File: src/rtl/alu_op_sequencer_if.sv
// Request, ALU and response signals of the ALU operation sequencer.
// The master modport is the sequencer side; slave is the surrounding control unit and ALU.
interface alu_op_sequencer_if #(
   parameter int DW  = 32,
   parameter int OPW = 5
);
   logic           req_valid;
   logic           req_ready;
   logic [OPW-1:0] req_op;
   logic [DW-1:0]  req_a;
   logic [DW-1:0]  req_b;
   logic [OPW-1:0] alu_op;
   logic [DW-1:0]  alu_a;
   logic [DW-1:0]  alu_b;
   logic [DW-1:0]  alu_c;
   logic           rsp_valid;
   logic           rsp_ready;
   logic [DW-1:0]  rsp_result;
   logic           rsp_err;
   logic           busy;

   modport master (
      input  req_valid, req_op, req_a, req_b, alu_c, rsp_ready,
      output req_ready, alu_op, alu_a, alu_b, rsp_valid, rsp_result, rsp_err, busy
   );

   modport slave (
      output req_valid, req_op, req_a, req_b, alu_c, rsp_ready,
      input  req_ready, alu_op, alu_a, alu_b, rsp_valid, rsp_result, rsp_err, busy
   );
endinterface

File: src/rtl/alu_op_sequencer.sv
// Multi-cycle controller between the instruction control unit and a shifter-less ALU:
// arithmetic/logic ops go through the ALU, shifts/rotates are done one bit per cycle in Z.
module alu_op_sequencer #(
   parameter int DW          = 32,
   parameter int OPW         = 5,
   parameter int MULDIV_WAIT = 2
) (
   input  logic                clock,
   input  logic                clear,
   alu_op_sequencer_if.master  io
);
   localparam int CW = $clog2(DW);
   localparam int WW = (MULDIV_WAIT > 0) ? $clog2(MULDIV_WAIT + 1) : 1;

   localparam logic [OPW-1:0] OP_ADD  = OPW'(3);
   localparam logic [OPW-1:0] OP_SUB  = OPW'(4);
   localparam logic [OPW-1:0] OP_SHR  = OPW'(5);
   localparam logic [OPW-1:0] OP_SHRA = OPW'(6);
   localparam logic [OPW-1:0] OP_SHL  = OPW'(7);
   localparam logic [OPW-1:0] OP_ROR  = OPW'(8);
   localparam logic [OPW-1:0] OP_ROL  = OPW'(9);
   localparam logic [OPW-1:0] OP_AND  = OPW'(10);
   localparam logic [OPW-1:0] OP_OR   = OPW'(11);
   localparam logic [OPW-1:0] OP_MUL  = OPW'(15);
   localparam logic [OPW-1:0] OP_DIV  = OPW'(16);
   localparam logic [OPW-1:0] OP_NEG  = OPW'(17);
   localparam logic [OPW-1:0] OP_NOT  = OPW'(18);

   typedef enum logic [1:0] {IDLE, EXEC, SHIFT, DONE} state_t;

   function automatic logic is_shift(input logic [OPW-1:0] op);
      return (op == OP_SHR) || (op == OP_SHRA) || (op == OP_SHL) ||
             (op == OP_ROR) || (op == OP_ROL);
   endfunction

   function automatic logic is_muldiv(input logic [OPW-1:0] op);
      return (op == OP_MUL) || (op == OP_DIV);
   endfunction

   function automatic logic is_legal(input logic [OPW-1:0] op);
      return is_shift(op) || is_muldiv(op) ||
             (op == OP_ADD) || (op == OP_SUB) || (op == OP_AND) ||
             (op == OP_OR)  || (op == OP_NEG) || (op == OP_NOT);
   endfunction

   state_t         state_q, state_d;
   logic [DW-1:0]  y_q, y_d;
   logic [DW-1:0]  b_q, b_d;
   logic [DW-1:0]  z_q, z_d;
   logic [OPW-1:0] op_q, op_d;
   logic [CW-1:0]  cnt_q, cnt_d;
   logic [WW-1:0]  wait_q, wait_d;
   logic           err_q, err_d;
   logic           req_ready_q, req_ready_d;
   logic           rsp_valid_q, rsp_valid_d;
   logic           busy_q, busy_d;
   logic [OPW-1:0] alu_op_q, alu_op_d;

   always_comb begin
      // NOTE: every variable gets its hold value first so no path leaves it unassigned (no latch).
      state_d  = state_q;
      y_d      = y_q;
      b_d      = b_q;
      z_d      = z_q;
      op_d     = op_q;
      cnt_d    = cnt_q;
      wait_d   = wait_q;
      err_d    = err_q;

      unique case (state_q)
         IDLE: begin
            if (io.req_valid) begin
               y_d    = io.req_a;
               b_d    = io.req_b;
               op_d   = io.req_op;
               wait_d = '0;
               if (!is_legal(io.req_op) || (io.req_op == OP_DIV && io.req_b == '0)) begin
                  z_d     = '0;
                  err_d   = 1'b1;
                  state_d = DONE;
               end else if (is_shift(io.req_op)) begin
                  z_d     = io.req_a;
                  err_d   = 1'b0;
                  cnt_d   = io.req_b[CW-1:0];
                  state_d = (io.req_b[CW-1:0] == '0) ? DONE : SHIFT;
               end else begin
                  err_d   = 1'b0;
                  state_d = EXEC;
               end
            end
         end
         EXEC: begin
            // MUL/DIV hold the ALU inputs for MULDIV_WAIT extra cycles before capture.
            if (is_muldiv(op_q) && wait_q != WW'(MULDIV_WAIT)) begin
               wait_d = wait_q + WW'(1);
            end else begin
               z_d     = io.alu_c;
               err_d   = 1'b0;
               state_d = DONE;
            end
         end
         SHIFT: begin
            unique case (op_q)
               OP_SHR:  z_d = {1'b0, z_q[DW-1:1]};
               OP_SHRA: z_d = {z_q[DW-1], z_q[DW-1:1]};
               OP_SHL:  z_d = {z_q[DW-2:0], 1'b0};
               OP_ROR:  z_d = {z_q[0], z_q[DW-1:1]};
               default: z_d = {z_q[DW-2:0], z_q[DW-1]};
            endcase
            cnt_d = cnt_q - CW'(1);
            if (cnt_q == CW'(1)) state_d = DONE;
         end
         DONE: begin
            if (io.rsp_ready) state_d = IDLE;
         end
         default: state_d = IDLE;
      endcase

      // Handshake and ALU-select outputs are registered from the next state.
      req_ready_d = (state_d == IDLE);
      busy_d      = (state_d != IDLE);
      rsp_valid_d = (state_d == DONE);
      alu_op_d    = (state_d == EXEC) ? op_d : '0;
   end

   always_ff @(posedge clock) begin
      // NOTE: non-blocking assignments so every flop samples pre-edge values regardless of order.
      if (clear) begin
         state_q     <= IDLE;
         y_q         <= '0;
         b_q         <= '0;
         z_q         <= '0;
         op_q        <= '0;
         cnt_q       <= '0;
         wait_q      <= '0;
         err_q       <= 1'b0;
         req_ready_q <= 1'b1;
         rsp_valid_q <= 1'b0;
         busy_q      <= 1'b0;
         alu_op_q    <= '0;
      end else begin
         state_q     <= state_d;
         y_q         <= y_d;
         b_q         <= b_d;
         z_q         <= z_d;
         op_q        <= op_d;
         cnt_q       <= cnt_d;
         wait_q      <= wait_d;
         err_q       <= err_d;
         req_ready_q <= req_ready_d;
         rsp_valid_q <= rsp_valid_d;
         busy_q      <= busy_d;
         alu_op_q    <= alu_op_d;
      end
   end

   assign io.req_ready  = req_ready_q;
   assign io.busy       = busy_q;
   assign io.rsp_valid  = rsp_valid_q;
   assign io.rsp_result = z_q;
   assign io.rsp_err    = err_q;
   assign io.alu_op     = alu_op_q;
   assign io.alu_a      = y_q;
   assign io.alu_b      = b_q;
endmodule

File: src/flat_wrapper.sv
// flat-port wrapper written by rule: the top's interface ports become plain ports
module alu_op_sequencer_flat 
#(
   parameter int DW          = 32,
   parameter int OPW         = 5,
   parameter int MULDIV_WAIT = 2
)
  (clock, clear, io_req_valid, io_req_op, io_req_a, io_req_b, io_alu_c, io_rsp_ready, io_req_ready, io_alu_op, io_alu_a, io_alu_b, io_rsp_valid, io_rsp_result, io_rsp_err, io_busy);
  alu_op_sequencer_if #(.DW(DW), .OPW(OPW)) io_i ();
  input  logic clock;
  input  logic clear;
  input wire logic [$bits(io_i.req_valid)-1:0] io_req_valid;
  input wire logic [$bits(io_i.req_op)-1:0] io_req_op;
  input wire logic [$bits(io_i.req_a)-1:0] io_req_a;
  input wire logic [$bits(io_i.req_b)-1:0] io_req_b;
  input wire logic [$bits(io_i.alu_c)-1:0] io_alu_c;
  input wire logic [$bits(io_i.rsp_ready)-1:0] io_rsp_ready;
  output wire logic [$bits(io_i.req_ready)-1:0] io_req_ready;
  output wire logic [$bits(io_i.alu_op)-1:0] io_alu_op;
  output wire logic [$bits(io_i.alu_a)-1:0] io_alu_a;
  output wire logic [$bits(io_i.alu_b)-1:0] io_alu_b;
  output wire logic [$bits(io_i.rsp_valid)-1:0] io_rsp_valid;
  output wire logic [$bits(io_i.rsp_result)-1:0] io_rsp_result;
  output wire logic [$bits(io_i.rsp_err)-1:0] io_rsp_err;
  output wire logic [$bits(io_i.busy)-1:0] io_busy;
  assign io_i.req_valid = io_req_valid;
  assign io_i.req_op = io_req_op;
  assign io_i.req_a = io_req_a;
  assign io_i.req_b = io_req_b;
  assign io_i.alu_c = io_alu_c;
  assign io_i.rsp_ready = io_rsp_ready;
  assign io_req_ready = io_i.req_ready;
  assign io_alu_op = io_i.alu_op;
  assign io_alu_a = io_i.alu_a;
  assign io_alu_b = io_i.alu_b;
  assign io_rsp_valid = io_i.rsp_valid;
  assign io_rsp_result = io_i.rsp_result;
  assign io_rsp_err = io_i.rsp_err;
  assign io_busy = io_i.busy;
  alu_op_sequencer #(.DW(DW), .OPW(OPW), .MULDIV_WAIT(MULDIV_WAIT)) u_core (.clock(clock), .clear(clear), .io(io_i));
endmodule
File: config.mk
export PLATFORM = sky130hd
export DESIGN_NAME = alu_op_sequencer_flat
export DESIGN_NICKNAME = d
export VERILOG_FILES = /design/src/rtl/alu_op_sequencer_if.sv /design/src/rtl/alu_op_sequencer.sv /design/src/flat_wrapper.sv
export SDC_FILE = /design/constraint.sdc
export NUM_CORES = 1
export LEC_CHECK = 0
export CORE_MARGIN = 4
export CORE_UTILIZATION = 40
export CTS_BUF_LIST = sky130_fd_sc_hd__clkbuf_8 sky130_fd_sc_hd__clkbuf_16
export DETAILED_ROUTE_END_ITERATION = 7
export GPL_ROUTABILITY_DRIVEN = 0
export PLACE_DENSITY_LB_ADDON = 0.15
export SKIP_CTS_REPAIR_TIMING = 1
export SYNTH_ARGS = -nofsm -noshare
export SYNTH_HDL_FRONTEND = slang
export SYNTH_SLANG_ARGS = --single-unit
File: constraint.sdc
create_clock -name clock -period 3.05 [get_ports clock]
set_input_delay 0.915 -clock clock [delete_from_list [all_inputs] [get_ports clock]]
set_output_delay 0.915 -clock clock [all_outputs]
set_load 0.05 [all_outputs]
# ---- Yosys cells after proc, flatten, opt, wreduce, memory -nomap -nowiden
# Cells that the tools add are included.
# W data, S select, Z words.
dict set report op_classes {
  addsub 2
  n_eq_ne 33
  mux 27
  bitwise_logic 1
  n_reduce_logical 32
}
# op n
set op_table {}
lappend op_table {{$mux W32} 4}
lappend op_table {{$pmux W32 S4} 1}
lappend op_table {{$pmux W32 S3} 1}
lappend op_table {{$eq A5 B3 Y1 const B} 7}
lappend op_table {{$eq A5 B4 Y1 const B} 7}
lappend op_table {{$logic_not A32 Y1} 1}
lappend op_table {{$mux W5} 5}
lappend op_table {{$eq A5 B5 Y1 const B} 4}
lappend op_table {{$mux W2} 8}
lappend op_table {{$logic_or A1 B1 Y1} 14}
lappend op_table {{$ne A2 B2 Y1 const B} 5}
lappend op_table {{$pmux W5 S2} 1}
lappend op_table {{$pmux W2 S4} 1}
lappend op_table {{$reduce_and A4 Y1} 2}
lappend op_table {{$eq A2 B2 Y1 const B} 3}
lappend op_table {{$reduce_and A3 Y1} 2}
lappend op_table {{$reduce_bool A2 Y1} 3}
lappend op_table {{$eq A5 B1 Y1 const B} 1}
lappend op_table {{$eq A5 B2 Y1 const B} 1}
lappend op_table {{$logic_not A5 Y1} 1}
lappend op_table {{$reduce_and A5 Y1} 1}
lappend op_table {{$sub A5 B1 Y5 const B} 1}
lappend op_table {{$eq A2 B1 Y1 const B} 2}
lappend op_table {{$logic_not A2 Y1} 2}
lappend op_table {{other kinds (12)} 17}
dict set report totals {
  regBits 119
  inputBits 105
  output_inout_bits 105
  word_cells 108
}

# ---- Logic depth before layout (Yosys ltp)
# Gate-level depths: netlist (run 1).
dict set report logic_depth {
  depth_word 20
  mapped_depth 9
  mapped_depth_nobuf 8
}

# ---- Worst setup path before layout (run 1)
# OpenSTA, ideal clock, no wires.
dict set report synth_path {
  path_kind {input port to flip-flop}
  startpoint {in io_req_op[3]}
  endpoint {reg u_core.z_q[30] (netlist: u_core.io.rsp_result[30])}
  setup_ns 0.072
  arrival_ns 2.261
  required_ns 2.978
  slack_ns 0.717
  stages 7
  n_path_buf 1
  cell_sequence {nand2b_1 a21oi_1 a21oi_1 or4b_4 nand2_8 buf_12 mux2i_1}
}
dict set report synth_via {
  elab_chain_cells 17
  word_cells_on_any_way 33
  classes_between {14 x eq/ne; 3 x mux; 16 x reduce/logical}
}
# element line
set synth_rtl {}
lappend synth_rtl {{start: declaration} flat_wrapper.sv:13} ;# input wire logic [$bits(io_i.req_op)-1:0] io_req_op;
lappend synth_rtl {{$eq A5 B3 Y1} alu_op_sequencer.sv:32} ;# return (op == OP_SHR) || (op == OP_SHRA) || (op == OP_SHL) ||
lappend synth_rtl {{$logic_or A1 B1 Y1 (3 in series)} alu_op_sequencer.sv:32}
lappend synth_rtl {{$logic_or A1 B1 Y1} alu_op_sequencer.sv:33} ;# (op == OP_ROR) || (op == OP_ROL);
lappend synth_rtl {{$logic_or A1 B1 Y1 (2 in series)} alu_op_sequencer.sv:41} ;# return is_shift(op) || is_muldiv(op) ||
lappend synth_rtl {{$logic_or A1 B1 Y1 (3 in series)} alu_op_sequencer.sv:42} ;# (op == OP_ADD) || (op == OP_SUB) || (op == OP_AND) ||
lappend synth_rtl {{$logic_or A1 B1 Y1 (2 in series)} alu_op_sequencer.sv:43} ;# (op == OP_OR) || (op == OP_NEG) || (op == OP_NOT);
lappend synth_rtl {{$logic_not A1 Y1} alu_op_sequencer.sv:77} ;# if (!is_legal(io.req_op) || (io.req_op == OP_DIV && io.req_b == '0)) begin
lappend synth_rtl {{$logic_or A1 B1 Y1} alu_op_sequencer.sv:77}
lappend synth_rtl {{$mux W32} alu_op_sequencer.sv:77}
lappend synth_rtl {{$mux W32} alu_op_sequencer.sv:72} ;# if (io.req_valid) begin
lappend synth_rtl {{$pmux W32 S3} alu_op_sequencer.sv:70} ;# unique case (state_q)
lappend synth_rtl {{end signal: assignment} alu_op_sequencer.sv:145} ;# z_q <= z_d;
lappend synth_rtl {{end: declaration} alu_op_sequencer.sv:49} ;# logic [DW-1:0] z_q, z_d;
# Parallel ways exist; a longest one is shown, timed or not. The select of a mux whose other input is x is not followed.
# A chain may end at the register's enable or synchronous reset.

# ---- Worst setup path in the final report (run 1)
dict set report layout_path {
  startpoint {in io_req_op[3]}
  endpoint {reg u_core.z_q[5] (netlist: u_core.io.rsp_result[5])}
}
# Same word-level chain as after synthesis.

==> results of run 1 <==
## final timing paths
path | start | endpoint | slack, ps | cells past startpoint
setup / recovery | io_req_op[3] | u_core.io.rsp_result[5] | 360 | 9
hold / removal | u_core.io.alu_b[28] | u_core.io.alu_b[28] | 450 | 2
setup reg to reg | u_core.state_q[0] | u_core.io.alu_op[3] | 730 | 6
hold reg to reg | u_core.io.alu_b[28] | u_core.io.alu_b[28] | 450 | 2
## logic make-up (layout without fill, tap and decap cells)
group                      after synthesis  in the layout
DFF                                    119            119
buffers and inverters                   70            280
muxes                                   38             38
adders and majority gates                7              7
AOI/OAI and AO/OA                      172            172
and+or+nand+nor                        371            371
## tightest hold or removal path: cells and delay by family, from the launching register on
kind | cells | cell delay (ps)
and+or+nand+nor | 1 | 50
DFF | 1 | 300
AOI/OAI and AO/OA | 1 | 50
## per-layer routing
metal	up-vias	track usage, %	wire (um)
met3	20	8.41	1820
met2	204	34.7	8390
met1	2800	28.2	8740
met4	0	6.53	248
li1	3082	-	-
met5	-	0	0
## where the power goes
part | switching, W | internal (W) | total [W]
Combinational | 0.00179 | 0.00103 | 0.00282
Sequential | 0.000195 | 0.00179 | 0.00199
Clock | 0.000734 | 0.00149 | 0.00222
## metrics by stage
stage,util (%),cell area [um^2]
detailed placement,57.0,8350
finish,61.5,9000
floorplan,-,6030
global placement,57.0,8350
global route,61.5,9000
CTS,61.5,9000
## sequential cells by signal, indices dropped and copies added, names as in the netlist
register and count:
u_core.cnt_q 5, u_core.io.alu_a 32, u_core.io.alu_b 32, u_core.io.alu_op 5, u_core.io.busy 1, u_core.io.req_ready 1, u_core.io.rsp_err 1, u_core.io.rsp_result 32
u_core.io.rsp_valid 1, u_core.op_q 5, u_core.state_q 2, u_core.wait_q 2
## cell type report
class	instances	area share, %
clock buffers	19	5.03
clock inverters	13	2.24
repair buffers	236	26.0
flip-flops and latches	119	26.5
multi-input cells	588	37.2
inverters	12	0.500
well taps	184	2.56
## placed cells by master (no fill, tap or decap), types with 3 or more instances in the layout
cell type        count
nor3_1              10
clkinv_2             3
a211oi_1             3
buf_12               4
clkbuf_16           17
inv_1               12
nor4_1               8
clkdlybuf4s50_1    208
mux2i_1             36
ha_1                 6
a22oi_1              4
o21ai_1              7
nand3b_1            31
bufinv_16            5
dfxtp_1            119
a21oi_1             75
nor2b_1              3
nand3_1              6
o21ai_0             30
nand2b_1            33
nand4_1              3
nand2_1            172
nor3b_1             31
nor2_1              58
a31oi_1             31
buf_4               24
==> key figures, run 1 <==
Status
  – Outcome: finished clean

Logic synthesis
  – Ys async rst share: 0%
  – Synth Area in Adders: 1.45%
  – Simple-Gate Fraction of Synth Area: 30.7%
  – Synth Area in XOR/XNOR: 0%
  – Synth cell types: 57
  – Main synth FF type: dfxtp_1
  – Synth top area share: 39.5%
  – Synth Area in Compound Gates: 16.7%
  – Sequential area share after synthesis: 39.5%
  – Syn_nets: 889
  – Post-Synthesis Cells: 777
  – Synthesized area per cell: 7.76 um^2
  – Count leader, synth: nand2_1
  – Main combinational cell family by area after synthesis: simple AND/OR/NAND/NOR gates
  – Synth cell count leaders: 173 x nand2_1, 119 x dfxtp_1, 75 x a21oi_1, 59 x nor2_1, 44 x clkbuf_1
  – Area contributors post-synth: dfxtp_1 39%, nand2_1 11%, a21oi_1 6.2%
  – Mux share of post-synthesis cell area: 6.35%
  – Cell taking the most area after synthesis: dfxtp_1
  – Synth Cell Area: 6030 um^2
  – Seq cells post-synth: 119
  – Post-synth EDFFs: 0
  – Yosys warns: 0

Timing
  – Hold Slack: 451 ps
  – Final setup TNS: 0 ps
  – F_max: 372 MHz
  – Number of hold violations in the final report: 0
  – RSZ-0062 raised after global routing: no
  – Final period demand of the worst path: 2690 ps
  – Worst rel slew slack: 49.4%
  – Setup violations, final: 0
  – Max Slew Vio Count: 0
  – Skew final: 6.61 ps
  – Worst Tran Pin Value: 759 ps
  – Final period utilization: 88.2%
  – Final WS setup: 361 ps

Floorplanning
  – Core region area: 14600 um^2
  – Die W: 131 um
  – Cell Rows: 44
  – Die Area: 17100 um^2
  – Starting Density: 41.2%
  – Ports: 210
  – Die Ht: 131 um

Drt
  – Number of vias per cell: 5.21
  – DR vias: 6106
  – Residual DRC count: 0
  – Antenna Nets Post-Route: 0
  – Post-DR wirelength/cell: 16.4 um
  – Final WL: 19200 um
  – Count of routing violations after the opening detailed-route iteration: 441
  – DR pass1 iterations: 5

Setup path
  – Critical-path top delay cell: clkdlybuf4s50_1
  – Data arrival time of the critical path: 2980 ps
  – Critical path's top delay family: simple AND/OR/NAND/NOR gates
  – CP Launch Type: input port
  – Req. time, crit path: 3340 ps
  – WS Path Type: in2reg
  – Max incr delay on CP: 480 ps
  – CP Cell Sequence: clkdlybuf4s50_1 > buf_4 > nor4b_1 > nand4_1 > nor3_1 > or4b_4 > nand2_8 > buf_12 > mux2i_1
  – CP Max Fanout: 13
  – Crit path capture type: flop
  – Bufs and invs on worst path: 3

Clocking
  – Clock buffer depth: 2
  – CTS Buf Count: 17
  – Worst-Skew Late Latency: 420 ps
  – Clk slew on worst S/H paths: 50 ps
  – H-tree lvl count: 4
  – Clk root buf: clkbuf_16
  – Clock Sinks: 119
  – CTS tree: done

Cells and area
  – Area Overhead vs Synth: 49.2%
  – Nets@finish: 1086
  – Reg area: 2380 um^2
  – Post-Layout Cell Count: 1171
  – Diode count: 0
  – # fillers: 1325
  – Share of cells above drive strength 1: 7.80%
  – Area of the multi-input gates: 3350 um^2

Placed design
  – Placed insts: 1139
  – Placement Setup Slack: -25.2 ps
  – Buffers on Ports: 209
  – Placed wire-length estimate: 13300 um

Power and ir drop
  – Cell Pwr Density: 781 nW/um^2
  – Peak VDD IR: 0.000368 V
  – Final Power: 0.00703 W
  – Pleak: 3.24 nW

Min path
  – Worst Hold Class: reg2reg

Global routing
  – Initial antenna violation count: 0
  – Largest net degree at the start of global routing: 56
  – Global route overflow: 0
  – Tot GR Track Use: 22.0%
  – First-pass GRT wire length: 29900 um
  – Vias in the first global route: 5745

Flow run
  – Maxcap violations: 0
Power figures use the tool's default switching activity.
==> inputs of run 2 (changes only) <==
- CORE_ASPECT_RATIO: not set -> 1.1
==> run 2 against run 1 <==
Register-to-register slack gained 110 ps. Global-route usage rose by 0.37 points. Clock skew up 1.2 ps. Highest routed layer unchanged. Worst hold slack improved by 0.99 ps. Routed wire length decreased by 0.90%. Setup slack improved by 78 ps. Critical path depth fell by 1. First-iteration DRC count is 12% lower. Via count grew 1.3%. Fmax grew 3.0%.
==> key figures, run 2 (synthesis results as in run 1) <==
Status
  – Outcome: finished clean

Drt
  – Number of vias per cell: 5.26 (+0.83%)
  – Final WL: 19000 um (-0.90%)
  – Count of routing violations after the opening detailed-route iteration: 386 (-12%)
  – DR pass1 iterations: 5 (unchanged)
  – Antenna Nets Post-Route: 0 (unchanged)
  – Post-DR wirelength/cell: 16.2 um (-1.3%)
  – Residual DRC count: 0 (unchanged)
  – DR vias: 6183 (+1.3%)

Timing
  – RSZ-0062 raised after global routing: no
  – Worst Tran Pin Value: 667 ps (-92.6 ps)
  – Worst rel slew slack: 55.6% (+6.2 points)
  – Final setup TNS: 0 ps (unchanged)
  – Setup violations, final: 0 (unchanged)
  – Hold Slack: 452 ps (+0.992 ps)
  – Final period demand of the worst path: 2610 ps (-77.9 ps)
  – Final period utilization: 85.6% (-2.6 points)
  – Max Slew Vio Count: 0 (unchanged)
  – Skew final: 7.86 ps (+1.25 ps)
  – F_max: 383 MHz (+3.0%)
  – Number of hold violations in the final report: 0 (unchanged)

Clocking
  – Clk root buf: clkbuf_16
  – Clk slew on worst S/H paths: 60 ps (about the same)
  – Clock Sinks: 119 (unchanged)
  – Clock buffer depth: 2 (unchanged)
  – H-tree lvl count: 4 (unchanged)
  – CTS Buf Count: 17 (unchanged)
  – Worst-Skew Late Latency: 410 ps (about the same)
  – CTS tree: done

Power and ir drop
  – Peak VDD IR: 0.000374 V (+1.5%)
  – Cell Pwr Density: 767 nW/um^2 (-1.7%)
  – Final Power: 0.00688 W (-2.2%)
  – Pleak: 3.20 nW (-1.2%)

Cells and area
  – Final Instance Area: 8960 um^2 (-0.46%)
  – Most frequent cells in the layout: 208 x clkdlybuf4s50_1, 172 x nand2_1, 119 x dfxtp_1
  – Nets@finish: 1084 (-0.18%)
  – # fillers: 1366 (+3.1%)
  – Commonest non-fill, non-tap cell in the layout: clkdlybuf4s50_1
  – Diode count: 0 (unchanged)
  – Share of cells above drive strength 1: 7.72% (-0.078 points)
  – Core Util, Final: 61.3% (-0.18 points)
  – Area Overhead vs Synth: 48.5%

Floorplanning
  – Ports: 210 (unchanged)
  – Cell Rows: 46 (+4.5%)
  – Core region area: 14600 um^2 (-0.17%)
  – Die Area: 17100 um^2 (about the same)
  – Die Ht: 137 um (+4.6%)
  – Die W: 125 um (-4.4%)
  – Starting Density: 41.3% (+0.071 points)

Global routing
  – Largest net degree at the start of global routing: 67 (+20%)
  – Global route overflow: 0 (unchanged)
  – Tot GR Track Use: 22.4% (+0.37 points)
  – Vias in the first global route: 6172 (+7.4%)
  – Initial antenna violation count: 0 (unchanged)
  – First-pass GRT wire length: 31300 um (+4.6%)

Flow run
  – Maxcap violations: 0 (unchanged)

Setup path
  – CP Cell Sequence: clkdlybuf4s50_1 > nand2b_1 > a2bb2oi_2 > nor2_2 > or4b_4 > nand2_8 > buf_12 > mux2i_1
  – Req. time, crit path: 3380 ps (+40 ps)
  – Crit path capture type: flop
  – Max incr delay on CP: 590 ps (+110 ps)
  – Data arrival time of the critical path: 2940 ps (-40 ps)
  – Critical-path top delay cell: or4b_4
  – CP Max Fanout: 19 (+6)
  – CP Launch Type: input port
  – WS Path Type: in2reg

Placed design
  – Buffers on Ports: 209 (unchanged)
  – DP Area: 8350 um^2 (about the same)
  – Placed wire-length estimate: 13300 um (-0.26%)

Min path
  – Worst Hold Class: reg2reg
## run 2: final cells by class
type                            instances  area [um^2]  area share (%)
Inverter                               12         45.0           0.503
Clock inverter                         11          149            1.66
Multi-Input combinational cell        588         3350            37.4
Clock buffer                           20          467            5.21
Sequential cell                       119         2380            26.6
Tap cell                              192          240            2.68
Timing Repair Buffer                  234         2330            26.0
## run 2: metrics by stage
step / instances / worst slack [ps]
CTS: 1176 / 407
detailed placement: 1145 / 33.2
finish: 1176 / 438
global route: 1176 / 267
global placement: 1145 / 88.6
floorplan: 777 / 717
## run 2: worst max-delay path, delay by kind of cell
family | cells | cell delay (ps)
AO/OA/AOI/OAI | 1 | 200
buffers and inverters | 2 | 720
multiplexers | 1 | 200
AND/OR/NAND/NOR | 4 | 910
## run 2: worst paths after layout
kind	startpoint	to	slack, ps	cells after the start
max	io_req_op[3]	u_core.io.rsp_result[30]	440	8
min	u_core.io.alu_a[15]	u_core.io.alu_a[15]	450	2
max reg2reg	u_core.state_q[1]	u_core.cnt_q[0]	840	8
min reg2reg	u_core.io.alu_a[15]	u_core.io.alu_a[15]	450	2
## run 2: per-layer routing
layer	up-vias	global-route usage, %	part of all wire, %
met3	17	7.96	8.2
met4	0	6.51	1.2
met1	2890	27.6	44
met2	199	37.3	47
li1	3077	-	-
met5	-	0	0
## run 2: where the power goes
group	internal (W)	total [W]	switching, W
combinational	0.00103	0.00282	0.00179
sequential	0.00179	0.00199	0.000191
clock	0.00134	0.00207	0.000727
total	0.00417	0.00688	0.00271
==> inputs of run 3 (changes only) <==
--- a/config.mk
+++ b/config.mk
@@ -14,3 +14,2 @@
 export PLACE_DENSITY_LB_ADDON = 0.15
-export SKIP_CTS_REPAIR_TIMING = 1
 export SYNTH_ARGS = -nofsm -noshare
==> constraint.sdc (replaced) <==
create_clock -name clock -period 3.05 [get_ports clock]
set_input_delay 0.305 -clock clock [delete_from_list [all_inputs] [get_ports clock]]
set_output_delay 0.305 -clock clock [all_outputs]
set_load 0.05 [all_outputs]
==> run 3 against run 2 <==
Die area did not move. Setup slack better by 300 ps. Combinational power is 2% lower. Clock power fell by 4%. Final cell count decreased by 0.60%. Core utilization fell by 0.91 points. Total power decreased by 2.3%. Design area shrank 1.5%. Fmax rose by 13%. Global-route usage fell by 0.35 points. Critical path depth unchanged. Non-clock buffer count fell by 8.
==> key figures, run 3 (synthesis results as in run 1) <==
Status
  – Outcome: finished clean

Clocking
  – CTS Buf Count: 17 (unchanged)
  – Worst-Skew Late Latency: 410 ps (about the same)
  – Clk root buf: clkbuf_16
  – Post-cts sizing count: 0
  – CTS Hold Bufs: 0
  – Clk slew on worst S/H paths: 50 ps (about the same)
  – Clock Sinks: 119 (unchanged)
  – H-tree lvl count: 4 (unchanged)
  – Clock buffer depth: 2 (unchanged)
  – CTS tree: done
  – Post-CTS Setup Bufs: 0

Drt
  – DR pass1 iterations: 5 (unchanged)
  – Post-DR wirelength/cell: 16.0 um (-0.93%)
  – Count of routing violations after the opening detailed-route iteration: 433 (+12%)
  – Antenna Nets Post-Route: 0 (unchanged)
  – Number of vias per cell: 5.24 (-0.25%)
  – Final WL: 18700 um (-1.5%)
  – Residual DRC count: 0 (unchanged)
  – DR vias: 6131 (-0.84%)

Timing
  – RSZ-0062 raised after global routing: no
  – Final setup TNS: 0 ps (unchanged)
  – Skew final: 7.77 ps (-0.0844 ps)
  – Worst Tran Pin Value: 680 ps (+13.0 ps)
  – Final period utilization: 75.6% (-10 points)
  – Max Slew Vio Count: 0 (unchanged)
  – Worst rel slew slack: 54.7% (-0.87 points)
  – Setup violations, final: 0 (unchanged)
  – Number of hold violations in the final report: 0 (unchanged)
  – F_max: 433 MHz (+13%)
  – Hold Slack: 377 ps (-74.9 ps)
  – Final period demand of the worst path: 2310 ps (-305 ps)

Flow run
  – Maxcap violations: 0 (unchanged)

Cells and area
  – Nets@finish: 1076 (-0.74%)
  – Share of cells above drive strength 1: 6.86% (-0.86 points)
  – Most frequent cells in the layout: 208 x clkdlybuf4s50_1, 172 x nand2_1, 119 x dfxtp_1
  – Area Overhead vs Synth: 46.4%
  – Commonest non-fill, non-tap cell in the layout: clkdlybuf4s50_1

Setup path
  – Req. time, crit path: 3340 ps (-40 ps)
  – Crit path capture type: flop
  – CP Launch Type: input port
  – CP Max Fanout: 25 (+6)
  – Reg2Reg Launch Point: u_core.op_q[3]
  – CP Cell Sequence: clkdlybuf4s50_1 > nor4_1 > nand4_1 > nor3_1 > or4b_4 > nand2_8 > buf_4 > mux2i_1
  – Max incr delay on CP: 460 ps (-130 ps)
  – Reg2reg path depth: 7 (-1)
  – Data arrival time of the critical path: 2600 ps (-340 ps)
  – Crit Reg-Reg Endpoint: u_core.io.rsp_result[21]
  – WS Path Type: in2reg
  – Setup slack, reg-to-reg: 760 ps (-80 ps)
  – Critical-path top delay cell: nor4_1

Min path
  – Worst Hold Class: in2reg
  – Hold Path Cell Cnt: 2 (unchanged)
  – Worst hold endpoint: u_core.op_q[1]
  – Min-Delay Startpoint: clear

Floorplanning
  – Die W: 125 um (unchanged)
  – Core region area: 14600 um^2 (unchanged)
  – Cell Rows: 46 (unchanged)
  – Ports: 210 (unchanged)
  – Starting Density: 41.3% (unchanged)
  – Die Area: 17100 um^2 (unchanged)
  – Die Ht: 137 um (unchanged)

Global routing
  – First-pass GRT wire length: 30900 um (-1.3%)
  – GRT met2 Usage: 35.4% (-1.9 points)
  – Global route overflow: 0 (unchanged)
  – Global Route met3 Usage: 8.31% (+0.35 points)
  – Tot GR Track Use: 22.1% (-0.35 points)
  – Vias in the first global route: 6013 (-2.6%)
  – Largest net degree at the start of global routing: 67 (unchanged)
  – Gr busiest metal: met2
  – Initial antenna violation count: 0 (unchanged)
  – Met1 Usage GRT: 28.0% (+0.48 points)

Placed design
  – Placed wire-length estimate: 13000 um (-2.2%)
  – Buffers on Ports: 209 (unchanged)

Power and ir drop
  – Pleak: 3.13 nW (-2.2%)
  – Cell Pwr Density: 761 nW/um^2 (-0.81%)
  – Peak VDD IR: 0.000410 V (+9.7%)
-- run 3: changes by cell type in the layout (fill, tap and decap cells not counted), sizes merged --
cell	previous run	this run
diode	0	1
buf	26	18
inv	11	14
bufinv	3	2
clkinv	6	2
clkinvlp	3	5
-- run 3: cell type report --
class                           instances  area [um^2]
Antenna cell                            1         2.50
Clock buffer                           20          467
Clock inverter                         11          124
Fill cell                            1376         5790
Inverter                               12         45.0
Multi-Input combinational cell        588         3350
Sequential cell                       119         2380
Tap cell                              192          240
Timing Repair Buffer                  226         2220
-- run 3: report_power, final --
group,internal (W),switching [W]
Combinational,0.000973,0.00177
Sequential,0.00179,0.000189
Clock,0.00126,0.000726
-- run 3: critical path: cells and delay by family --
kind	cells	cell delay (ps)
buffers and inverters	2	690
muxes	1	120
and+or+nand+nor	5	1470
-- run 3: worst max path at each step --
stage / startpoint / endpoint / slack, ps / depth (start not counted)
final: io_req_b[22] / u_core.io.rsp_result[22] / 740 / 8
after CTS: u_core.state_q[0] / u_core.io.alu_op[2] / 760 / 6
after global routing: u_core.op_q[3] / u_core.io.rsp_result[21] / 540 / 7
after detailed placement: io_req_op[3] / u_core.io.rsp_result[16] / 330 / 8
after floorplan: u_core.state_q[0] / u_core.io.rsp_result[31] / 1160 / 7
after global placement: io_req_b[22] / u_core.io.rsp_result[21] / 410 / 8
-- run 3: stage by stage --
| stage | cell area, um^2 | instances | setup WS (ps) | util (%) | total power [W] |
|---|---|---|---|---|---|
| 2_1_floorplan | 6030 | 777 | 1160 | - | 0.00389 |
| 3_3_place_gp | 8240 | 1137 | 405 | 56.3 | 0.00476 |
| 3_5_place_dp | 8240 | 1137 | 331 | 56.3 | 0.00477 |
| 4_1_cts | 8830 | 1168 | 756 | 60.4 | 0.00678 |
| 5_1_grt | 8830 | 1168 | 542 | 60.4 | 0.00708 |
| 6_report | 8830 | 1169 | 743 | 60.4 | 0.00672 |
-- run 3: routing by layer --
metal / routed length, um / vias to the layer above
met1: 8330 / 2850
met5: 0 / -
li1: - / 3063
met2: 8690 / 203
met3: 1510 / 15
met4: 209 / 0
